[config.mk]
export PLATFORM = sky130hd
export DESIGN_NAME = ldl_rr_dispatch_v1
export DESIGN_NICKNAME = d
export VERILOG_FILES = /design/src/rtl/ldl_rr_dispatch_v1.sv
export SDC_FILE = /design/constraint.sdc
export NUM_CORES = 1
export LEC_CHECK = 0
export ABC_AREA = 1
export CORE_ASPECT_RATIO = 1.2
export CORE_MARGIN = 3
export CORE_UTILIZATION = 35
export DETAILED_ROUTE_END_ITERATION = 16
export GPL_TIMING_DRIVEN = 1
export PLACE_DENSITY_LB_ADDON = 0.25
export SLEW_MARGIN = 25
export SYNTH_ARGS = -nofsm -noshare
export SYNTH_HDL_FRONTEND = slang
export SYNTH_SLANG_ARGS = --single-unit
[constraint.sdc]
create_clock -name clk -period 5.8 [get_ports clk]
set_input_delay 0.87 -clock clk [delete_from_list [all_inputs] [get_ports clk]]
set_output_delay 0.87 -clock clk [all_outputs]
set_load 0.02 [all_outputs]
[src/rtl/ldl_rr_dispatch_v1.sv]
// Credit-gated dispatch stage behind the round-robin arbiter.
// A 2-entry skid buffer holds granted {bin,user} transfers. The head entry is
// steered to the consumer channel named by its bin. It is only offered when that
// channel still holds a credit, so the head can block the queue in order.
module ldl_rr_dispatch_v1 #(
  parameter int BIN_WIDTH  = 3,
  parameter int USER_WIDTH = 1,
  parameter int REQ_WIDTH  = 1 << BIN_WIDTH,
  parameter int CREDITS    = 4,
  parameter int CNT_WIDTH  = 3
) (
  input  logic                           clk,
  input  logic                           rst,
  input  logic                           in_valid,
  output logic                           in_ready,
  input  logic [BIN_WIDTH-1:0]           in_bin,
  input  logic [USER_WIDTH-1:0]          in_user,
  output logic [REQ_WIDTH-1:0]           out_valid,
  input  logic [REQ_WIDTH-1:0]           out_ready,
  output logic [USER_WIDTH-1:0]          out_user,
  input  logic [REQ_WIDTH-1:0]           credit_ret,
  output logic [REQ_WIDTH*CNT_WIDTH-1:0] credit_cnt,
  output logic                           credit_err
);

  localparam logic [CNT_WIDTH-1:0] CRED_MAX = CNT_WIDTH'(CREDITS);
  localparam logic [CNT_WIDTH-1:0] CRED_ONE = CNT_WIDTH'(1);

  logic [BIN_WIDTH-1:0]  bin_q  [2];
  logic [USER_WIDTH-1:0] user_q [2];
  logic                  rd_ptr;
  logic                  wr_ptr;
  logic [1:0]            count;
  logic [CNT_WIDTH-1:0]  cred_q [REQ_WIDTH];
  logic                  credit_err_q;

  logic [BIN_WIDTH-1:0]  head_bin;
  logic [USER_WIDTH-1:0] head_user;
  logic                  head_ok;
  logic                  accept;
  logic                  dispatch;
  logic [REQ_WIDTH-1:0]  disp_vec;

  assign head_bin  = bin_q[rd_ptr];
  assign head_user = user_q[rd_ptr];
  assign head_ok   = (count != 2'd0) && (cred_q[head_bin] != '0);

  // in_ready comes from the registered count only, so out_ready never reaches it
  assign in_ready  = (count != 2'd2);
  assign accept    = in_valid && in_ready;
  assign dispatch  = head_ok && out_ready[head_bin];
  assign disp_vec  = out_valid & out_ready;
  assign out_user  = (count != 2'd0) ? head_user : '0;
  assign credit_err = credit_err_q;

  // One-hot valid toward the channel addressed by the head entry
  always_comb begin
    out_valid = '0;
    if (head_ok) out_valid[head_bin] = 1'b1;
  end

  // Expose the per-channel counters as one flat vector
  always_comb begin
    credit_cnt = '0;
    for (int i = 0; i < REQ_WIDTH; i++) begin
      credit_cnt[i*CNT_WIDTH +: CNT_WIDTH] = cred_q[i];
    end
  end

  // Skid buffer storage, pointers and occupancy
  always_ff @(posedge clk) begin
    if (rst) begin
      count  <= 2'd0;
      rd_ptr <= 1'b0;
      wr_ptr <= 1'b0;
      for (int i = 0; i < 2; i++) begin
        bin_q[i]  <= '0;
        user_q[i] <= '0;
      end
    end else begin
      if (accept) begin
        bin_q[wr_ptr]  <= in_bin;
        user_q[wr_ptr] <= in_user;
        wr_ptr         <= ~wr_ptr;
      end
      if (dispatch) rd_ptr <= ~rd_ptr;
      case ({accept, dispatch})
        2'b10:   count <= count + 2'd1;
        2'b01:   count <= count - 2'd1;
        default: count <= count;
      endcase
    end
  end

  // Credit counters: dispatch consumes, return restores, both together cancel.
  // A return into a full counter is dropped and latched as an error.
  always_ff @(posedge clk) begin
    if (rst) begin
      credit_err_q <= 1'b0;
      for (int i = 0; i < REQ_WIDTH; i++) cred_q[i] <= CRED_MAX;
    end else begin
      for (int i = 0; i < REQ_WIDTH; i++) begin
        if (disp_vec[i] && !credit_ret[i]) begin
          cred_q[i] <= cred_q[i] - CRED_ONE;
        end else if (credit_ret[i] && !disp_vec[i]) begin
          if (cred_q[i] == CRED_MAX) credit_err_q <= 1'b1;
          else                       cred_q[i]    <= cred_q[i] + CRED_ONE;
        end
      end
    end
  end

endmodule

==> metrics.txt <==
Worst IR Drop VDD 0.1602 mV; post-synthesis compound-gate area fraction 6.156%; Final Util 47.38%; antenna violations before repair 0; register area share after synthesis 40.60%; family with the most delay on the worst path simple AND/OR/NAND/NOR gates; post-synthesis mux area share 0.7989%; slowest CP cell clkdlybuf4s50_1; Final Skew 0.004589 ns; area grow syn2layout 30.22%; fin crit share 63.54%; vias in the first global route 2362; simple logic cell fraction of the synthesized area 34.30%; CTS Buffer Depth 2; Initial DRT Pass Iterations 5; Slew Limit Fails 0; Final ANT Viol Nets 0; leakage power 1.467 nW; Clk pin slew, worst setup/hold paths 0.07 ns; Post-CTS Setup Bufs 0; Crit Path Max Fanout 19; core box area 0.007317 mm^2; min Tclk post-route 3.685 ns; Critical path buffers and inverters 3; die width 85.62 um; combinational family with the most area after synthesis simple AND/OR/NAND/NOR gates; final cell count without fillers 492; Total GRT Usage 15.88%; total number of yosys warnings 0; CTS H-tree depth 2; Crit path depth 11; commonest non-fill, non-tap cell in the layout nand2_1; DR vias/cell 4.902; crit path kind flop to primary output; setup TNS 0 ns; cell row count 34; Synth Area in Adders 7.143%; setup violators final 0; Initial Util 36.39%; drt total wl 6491 um; Root Driver clkbuf_8; worst skew pair latency 0.29 ns; Post-Place Cells 484; routed vias 2412; Worst Path Arrival 2.82 ns; CP Launch Type flop; Post-synth EDFFs 32; DRC errors left 0; status completed; Worst Tran Pin Value 0.6361 ns; Final GP Congestion 0.8954; GRT overflow 0; fin nets 435; Avg Cell Area, Syn 7.763 um^2; Synth Area in XOR/XNOR 3.289%; area of the die 0.008694 mm^2; clock buffer count from CTS 5; delay of the slowest critical-path stage 0.65 ns; Detail Placement HPWL 5130 um; worst-path cell chain nand2_2 > nand2_4 > inv_2 > nor2_1 > o21ai_0 > nand2_1 > inv_2 > nand3_4 > nand2_4 > nor3_1 > clkdlybuf4s50_1; PD cells 346.0 mW/mm^2; I/O Buffers 57; post-CTS sizing 0; io pins 58; RSZ-0062 raised after global routing no; pin count of the biggest net entering global routing 20; MaxCap Viol Count 0; R2R depth 17; Synth cell types 32; share of cells above drive strength 1 8.209%; commonest cells after routing, fill and taps aside nand2_1 (69), nor2_1 (61), clkdlybuf4s50_1 (57); Worst Path Required 4.93 ns; Post-synth top flop edfxtp_1; Initial DRC Count 158; hold violation total from the final report 0; ANT cells 0; Synthesized Nets 377; CTS Hold Buffers Added 0; global-route wire length before repair 10940 um; worst rel slew slack 57.46%; CTS tree done; HP Class flop to flop; die height 101.5 um; FF+latch count, synth 38; Cells after Synth 343; CTS sink count 38; CP Capture Type primary output; WL/cell 13.19 um; Hold Path Cell Cnt 1; max frequency 0.2713 GHz; ys async rst share 0%; Mapped Area 0.002663 mm^2
final timing paths:
kind                            slack (ns)           end      from
worst max-delay path                  2.11  out_valid[5]      flop
worst min-delay path                  0.48      count[1]  count[1]
worst max register to register        2.76  cred_q[7][2]      flop
worst min register to register        0.48      count[1]  count[1]
Yosys cell counts, types with 3 or more instances:
cell | n | area share [%]
fa_1 | 7 | 5.3
dfxtp_1 | 6 | 4.5
ha_1 | 4 | 1.9
nand4_1 | 15 | 3.5
o21ai_1 | 5 | 0.94
nor3_1 | 8 | 1.5
nand2_2 | 4 | 0.94
nor2_1 | 61 | 8.6
nand2_1 | 69 | 9.7
a21oi_1 | 9 | 1.7
clkbuf_1 | 5 | 0.70
inv_2 | 8 | 1.1
or2_2 | 4 | 0.94
inv_1 | 39 | 5.5
edfxtp_1 | 32 | 36
nand3_1 | 25 | 4.7
xor2_1 | 3 | 0.99
xnor2_1 | 7 | 2.3
o21ai_0 | 10 | 1.9
nor3b_1 | 4 | 1.1
a21boi_1 | 3 | 0.85
cells by family after synthesis:
group,count (synthesis)
AND/OR/NAND/NOR,198
buffers and inverters,54
flip-flops,38
AO/OA/AOI/OAI,30
adder cells (fa/ha/maj),11
XOR/XNOR,10
multiplexers,2
sequential cells by signal, indices dropped and copies added (netlist names), named ones only:
| name | flops |
|---|---|
| wr_ptr | 1 |
| bin_q | 6 |
| credit_err | 1 |
| count | 2 |
| cred_q | 24 |
| user_q | 2 |
| rd_ptr | 1 |
metrics by stage:
| step | cell area [um^2] | total power [mW] | hold WS (ns) | worst slack, ns |
|---|---|---|---|---|
| floorplan | 2663 | 0.7568 | 0.4367 | 3.026 |
| global placement | 3324 | 0.9174 | 0.4555 | 2.457 |
| global route | 3467 | 1.292 | 0.5262 | 1.855 |
| finish | 3467 | 1.200 | 0.4778 | 2.115 |
| detailed placement | 3324 | 0.9250 | 0.4621 | 2.410 |
| CTS | 3467 | 1.207 | 0.4730 | 2.088 |
area by class of cell:
cell class                 instances  area (um^2)
clock buffer                       6        82.58
clock inverter                     2        60.06
fill                             741         3850
inverter                          47        176.4
multi-input combinational        251         1376
sequential                        38         1081
tap                               90        112.6
timing repair buffer              58        578.1
routing by layer:
layer	GRT usage (%)	vias to the layer above	wire length, um
met5	0	-	0
met4	5.725	0	129
met3	3.417	10	349
met1	20.24	1100	2864
met2	26.61	63	3147
li1	-	1239	-
where the power goes:
group	internal (mW)	switching, mW
clock	0.183	0.0976
combinational	0.203	0.314
sequential	0.352	0.0494
No activity file was read; power rests on OpenSTA's default activity.
